[src/rtl/op_encoder.sv]
// op_encoder: conditions four raw buttons into one-hot op codes, each held stable
// across exactly one rising edge of the slow game clock clk_6.
module op_encoder #(
  parameter int DEBOUNCE      = 8,
  parameter int REPEAT_DELAY  = 300,
  parameter int REPEAT_PERIOD = 170,
  parameter int LOAD_WINDOW   = 40
) (
  input  logic       clk_1000,
  input  logic       restart,
  input  logic [3:0] btn_raw,
  input  logic       clk_6,
  output logic [3:0] op,
  output logic       pending
);
  localparam int DW   = $clog2(DEBOUNCE + 1);
  localparam int HMAX = REPEAT_DELAY > REPEAT_PERIOD ? REPEAT_DELAY : REPEAT_PERIOD;
  localparam int HW   = $clog2(HMAX + 1);
  localparam int PW   = $clog2(LOAD_WINDOW + 1);
  typedef enum logic [1:0] {IDLE, WAIT, SHOW, CLEAR} state_t;
  state_t state, state_n;
  logic [3:0] b_s1, b_s2, stable, stable_q, press, rep, ev, sel, q, q_n, rpt;
  logic c6_s1, c6_s2, c6_q, c6_fall, c6_rise, win;
  logic [PW-1:0] phase;
  logic [DW-1:0] db_cnt [4];
  logic [HW-1:0] hold [4];
  always_ff @(posedge clk_1000) begin
    if (restart) begin
      b_s1     <= '0;
      b_s2     <= '0;
      stable_q <= '0;
      c6_s1    <= 1'b0;
      c6_s2    <= 1'b0;
      c6_q     <= 1'b0;
    end else begin
      b_s1     <= btn_raw;
      b_s2     <= b_s1;
      stable_q <= stable;
      c6_s1    <= clk_6;
      c6_s2    <= c6_s1;
      c6_q     <= c6_s2;
    end
  end
  always_ff @(posedge clk_1000) begin
    for (int i = 0; i < 4; i++) begin
      if (restart) begin
        db_cnt[i] <= '0;
        stable[i] <= 1'b0;
      end else if (b_s2[i] == stable[i]) begin
        db_cnt[i] <= '0;
      end else if (db_cnt[i] == DW'(DEBOUNCE - 1)) begin
        db_cnt[i] <= '0;
        stable[i] <= ~stable[i];
      end else begin
        db_cnt[i] <= db_cnt[i] + 1'b1;
      end
      if (restart || !stable[i]) begin
        hold[i] <= '0;
        rpt[i]  <= 1'b0;
      end else if (rep[i]) begin
        hold[i] <= HW'(1);
        rpt[i]  <= 1'b1;
      end else begin
        hold[i] <= hold[i] + 1'b1;
      end
    end
  end
  // hold counts cycles since the press (or last repeat); it is 0 in the press cycle
  always_comb begin
    rep = '0;
    for (int i = 0; i < 4; i++)
      rep[i] = stable[i] && hold[i] == (rpt[i] ? HW'(REPEAT_PERIOD) : HW'(REPEAT_DELAY));
  end
  assign press = stable & ~stable_q;
  assign ev    = press | (rep & 4'b1101);
  assign sel   = ev[2] ? 4'b0100 : ev[1] ? 4'b0010 : ev[3] ? 4'b1000 : ev[0] ? 4'b0001 : 4'b0000;
  assign c6_fall = c6_q & ~c6_s2;
  assign c6_rise = c6_s2 & ~c6_q;
  assign win     = !c6_s2 && (c6_fall || phase < PW'(LOAD_WINDOW));
  always_ff @(posedge clk_1000) begin
    if (restart || c6_fall) phase <= '0;
    else if (phase < PW'(LOAD_WINDOW)) phase <= phase + 1'b1;
  end
  always_ff @(posedge clk_1000) begin
    if (restart) begin
      state <= IDLE;
      q     <= '0;
    end else begin
      state <= state_n;
      q     <= q_n;
    end
  end
  always_comb begin
    state_n = state;
    q_n     = q;
    op      = 4'b0000;
    case (state)
      IDLE:  if (|ev) begin
        q_n     = sel;
        state_n = WAIT;
      end
      WAIT:  if (win) state_n = SHOW;
      SHOW:  begin
        op = q;
        if (c6_rise) state_n = CLEAR;
      end
      CLEAR: begin
        q_n     = '0;
        state_n = IDLE;
      end
      default: state_n = IDLE;
    endcase
  end
  assign pending = state != IDLE;
endmodule
[config.mk]
export PLATFORM = sky130hd
export DESIGN_NAME = op_encoder
export DESIGN_NICKNAME = d
export VERILOG_FILES = /design/src/rtl/op_encoder.sv
export SDC_FILE = /design/constraint.sdc
export NUM_CORES = 1
export LEC_CHECK = 0
export CAP_MARGIN = 10
export CORE_MARGIN = 2
export CORE_UTILIZATION = 50
export CTS_CLUSTER_SIZE = 40
export DETAILED_ROUTE_END_ITERATION = 10
export PLACE_DENSITY = 0.63
export SLEW_MARGIN = 10
export SYNTH_ARGS = -nofsm -noshare
export SYNTH_HDL_FRONTEND = slang
export SYNTH_SLANG_ARGS = --single-unit
[constraint.sdc]
create_clock -name clk_1000 -period 4.3 [get_ports clk_1000]
set_input_delay 0.86 -clock clk_1000 [delete_from_list [all_inputs] [get_ports clk_1000]]
set_output_delay 0.86 -clock clk_1000 [all_outputs]
set_load 0.02 [all_outputs]
Word-level counts from Yosys, hierarchy flattened. Memory sizes are Yosys's and may differ from the RTL's. Cells that the tools add are included.

Register bits after elaboration: 35. Bits in writable memories: 52. Bits of input ports: 7. Output and inout port bits: 5. Logic and storage cells: 221. Memories: 2.

$add $sub $neg: 9. Magnitude comparators: 1. Equal/unequal tests: 18. Multiplexer cells: 113. Bitwise operators: 35. Reductions and logical operators: 26.

Memories: hold (words 4, width 9, read ports 4, clocked after memory_dff 0, write ports 4, line 26) `logic [HW-1:0] hold [4];`; db_cnt (words 4, width 4, read ports 4, clocked after memory_dff 0, write ports 4, line 25) `logic [DW-1:0] db_cnt [4];`.

Operators with widths (number): two-way mux 9 bit (12); two-way mux 1 bit (79); two-way mux 4 bit (17); adder 9 x 1 -> 9 bit (second input constant) (4); equality test 9 bit (4); OR 1 bit (20); adder 4 x 1 -> 4 bit (second input constant) (4); equality test 4 x 3 -> 1 bit (second input constant) (4); inverter 1 bit (10); AND reduction 2 bit (5); one-hot mux 2 bit (4 select lines) (1); one-hot mux 4 bit (2 select lines) (1); adder 6 x 1 -> 6 bit (second input constant) (1); logical OR 1 bit (6); < comparator 6 bit (second input constant) (1); two-way mux 2 bit (3); inequality test 2 bit (second input constant) (3); logical AND 1 bit (5); zero test 1 bit (5); AND 4 bit (1); equality test 1 bit (4); equality test 2 bit (second input constant) (2); inverter 4 bit (1); OR 4 bit (1); other kinds (6) (8).

Longest topological paths before layout.
Depth in word-level cells: 10. Depth in mapped cells: 7. Depth with buffers taken out: 7.

Least setup slack after synthesis. No wires, ideal clock.

Path kind: reg-to-reg. From: mem hold[0][2] (netlist name). To: reg state[1]. Library setup time: 0.128 ns. Arrival: 1.762 ns. Path slack: 2.411 ns. Cell stages (with the launch flop): 7. Buffers on the path: 0. Clock period less this slack: 1.889 ns. Cell sequence: edfxtp_1 -> nor4bb_4 -> mux2_2 -> a31o_4 -> o41ai_4 -> mux2i_1 -> nor2_1.

RTL lines: from (decl) (line 26); to (signal assigned) (line 89) `state <= state_n;`; to (decl) (line 21) `state_t state, state_n;`.

Worst setup path in the final report.
From: reg state[0]. To: out op[2].

Longest elaborated chain between the ends: 2.

RTL lines: equality test 2 bit (line 97) `case (state)`; two-way mux 4 bit (line 97); to (decl) (line 13) `output logic [3:0] op,`.

No other way between the ends.

==> qor.txt <==
Mapped Area = 3600 µm²
Crit path time final = 2.68 ns
Worst Setup Path Type = reg2out
Worst reg2reg path depth = 6
Skew-Pair Late Insertion Delay = 0.34 ns
CTS Hold Bufs = 0
Worst-Margin Slew = 0.568 ns
Initial antenna violation count = 0
Dpl cells = 476
Total CTS buffers = 9
Slew HR = 62.0%
Seq. cell area = 1970 µm²
Setup Buffers After CTS = 0
CP Data Required Time = 3.44 ns
PwrDens = 371 nW/µm²
Die area = 7890 µm²
CP arrival = 1.82 ns
Setup TNS = 0 ns
Hold slack = 0.437 ns
Total vias in the final route = 2330
Antenna viol nets, final = 0
CTS tree = done
Global-route wire length before repair = 9620 µm
# diodes = 0
Final Power = 1.55 mW
Avg Inst Size Synth = 10.9 µm²
Asr flop ratio synth = 0%
Status = complete, no violations
Yosys warns = 0
Worst Hold Depth = 1
Ranking of synthesized cells by area = edfxtp_1, dfxtp_1, nor2_1
RR Endpoint = state[1]
Area Growth Syn to Fin = 16.4%
Row Count = 30
Fmax = 373 MHz
Avg WL per Cell = 11.1 µm
Flop2flop setup slack = 2.24 ns
GR Util All Layers = 16.0%
Hold EP = b_s2[1]
Final-layout fill cell count = 598
Post-route setup slack = 1.62 ns
Core area = 6870 µm²
Fin. max-slew vios = 0
Worst reg2reg startpoint = hold[0][1]
Total clock sinks = 77
Seq/Total Area, Yosys = 54.8%
Final period util = 62.3%
Largest net degree at the start of global routing = 22
Number of max-cap violations = 0
I/O pin count = 12
Share of layout cells above drive strength 1 = 5.30%
HP Start = b_s1[1]
Seq cells post-synth = 77
Die Wd = 88.8 µm
Via-per-instance ratio = 4.74
Lkg Pwr = 1.63 nW
Yosys top cell area share = 35.9%
Synth Flop Type = edfxtp_1
DR pass1 iterations = 4
Unrepaired setup endpoints after global routing = false
Post-DP Area = 3980 µm²
Die H = 88.8 µm
Hold crit path type = reg2reg
Crit. Startpoint = state[0]
Total congestion overflow after global routing = 0
Core Util, Final = 60.9%
Pre-CTS setup slack = 1.73 ns
EDFF count, synth = 43
Biggest area consumer among synthesized cells = edfxtp_1
Crit path capture type = output port
Setup Skew = 0.0102 ns
Initial Utilization = 52.3%
Total Nets Final = 411
Post-CTS Resized = 0
DP Wirelength = 4050 µm
Count of cell types in the netlist = 44
Drt total wl = 5460 µm
Drt drc = 0
Final hold vios = 0
Post-route cell area = 4190 µm²
GPL Wtd Cong = 0.734
Vias in the first global route = 2252
Iteration-0 DRC Markers = 122
Htree depth = 3
Worst setup SP type = flop
Crit path max fanout = 6
Final setup violation count = 0
CTS max path bufs = 2
PortBufs = 11
Clock-pin transition on the worst setup and hold timing paths = 0.07 ns
Non-Filler Instances = 492
Maximum vdd drop = 0.000224 V
Multi-input gate area = 1730 µm²
Mapped Cells = 329
Clk root buf = clkbuf_8
-- report_power, final --
part	leakage, nW	switching, mW	internal [mW]	total, mW
Combinational	0.806	0.0894	0.0690	0.158
Clock	0.105	0.244	0.321	0.565
Sequential	0.721	0.0251	0.804	0.830
Total	1.63	0.359	1.19	1.55
-- per-layer routing --
layer	share of wire, %	track usage (%)	vias to the layer above
li1	-	-	1223
met1	49	19.9	1072
met2	46	25.1	23
met3	2.5	3.82	12
met4	2.7	9.78	0
met5	0	0	-
-- layout by cell type, fill, tap and decap left out, types with 3 or more instances in the layout --
cell type	instances
conb_1	43
and3_1	9
inv_1	11
xor2_1	19
xnor2_1	18
or3_1	3
clkbuf_8	9
ha_1	13
nand3_1	17
o21ai_1	6
mux2i_1	6
a21oi_1	8
o21ai_0	4
dfxtp_1	34
nor4bb_1	3
and2_1	4
nand2_1	16
nor2b_1	16
nand2b_1	5
nor2_1	62
clkdlybuf4s50_1	11
edfxtp_1	43
-- final cells by class --
type,count,area share (%)
Clock buffer,10,3.05
Inverter,12,1.08
Multi-Input combinational cell,279,41.2
Clock inverter,6,1.85
Tap cell,96,2.87
Timing Repair Buffer,12,2.81
Sequential cell,77,47.1
-- registers in the layout, indices dropped and copies added, names as in the netlist, 2 cells and up --
signal	flops
b_s1	4
state	2
stable_q	4
rpt	3
b_s2	4
phase	6
hold	27
db_cnt	16
stable	4
q	4
-- kinds of logic after synthesis --
kind of cell             count (synthesis)  share of synthesized area [%]
flip-flops                              77                           54.8
AND/OR/NAND/NOR                        153                           22.5
XOR/XNOR                                37                           9.01
buffers and inverters                   15                           1.57
multiplexers                             7                           1.98
other                                    1                          0.104
AO/OA/AOI/OAI                           26                           5.43
adder cells (fa/ha/maj)                 13                           4.52
-- synth_stat cells (2+ instances only) --
| cell type | number |
|---|---|
| nand3b_1 | 2 |
| inv_1 | 11 |
| o21ai_0 | 4 |
| nand4_1 | 2 |
| nand2b_1 | 5 |
| nand3_1 | 17 |
| clkbuf_1 | 3 |
| nand2_1 | 16 |
| and2_1 | 4 |
| dfxtp_1 | 34 |
| o21ai_1 | 6 |
| nor4_1 | 2 |
| and3b_1 | 2 |
| edfxtp_1 | 43 |
| nor2_1 | 62 |
| nor2b_1 | 16 |
| nor4bb_1 | 3 |
| a21oi_1 | 8 |
| and3_1 | 9 |
| ha_1 | 13 |
| xnor2_1 | 18 |
| or3_1 | 3 |
| mux2i_1 | 6 |
| xor2_1 | 19 |
| or4_1 | 2 |
-- how the worst max path moves through the flow --
stage,to,depth (start not counted)
floorplan,state[1],6
global route,op[1],4
CTS,op[2],4
detailed placement,db_cnt[1][2],4
global placement,db_cnt[3][3],4
finish,op[2],4
-- worst max-delay path, cell delays in order (launching register included) --
cell and delay [ns]:
dfxtp_1 0.34, inv_1 0.12, ha_1 0.28, and2_1 0.16, clkdlybuf4s50_1 0.59
Power figures use the tool's default switching activity.
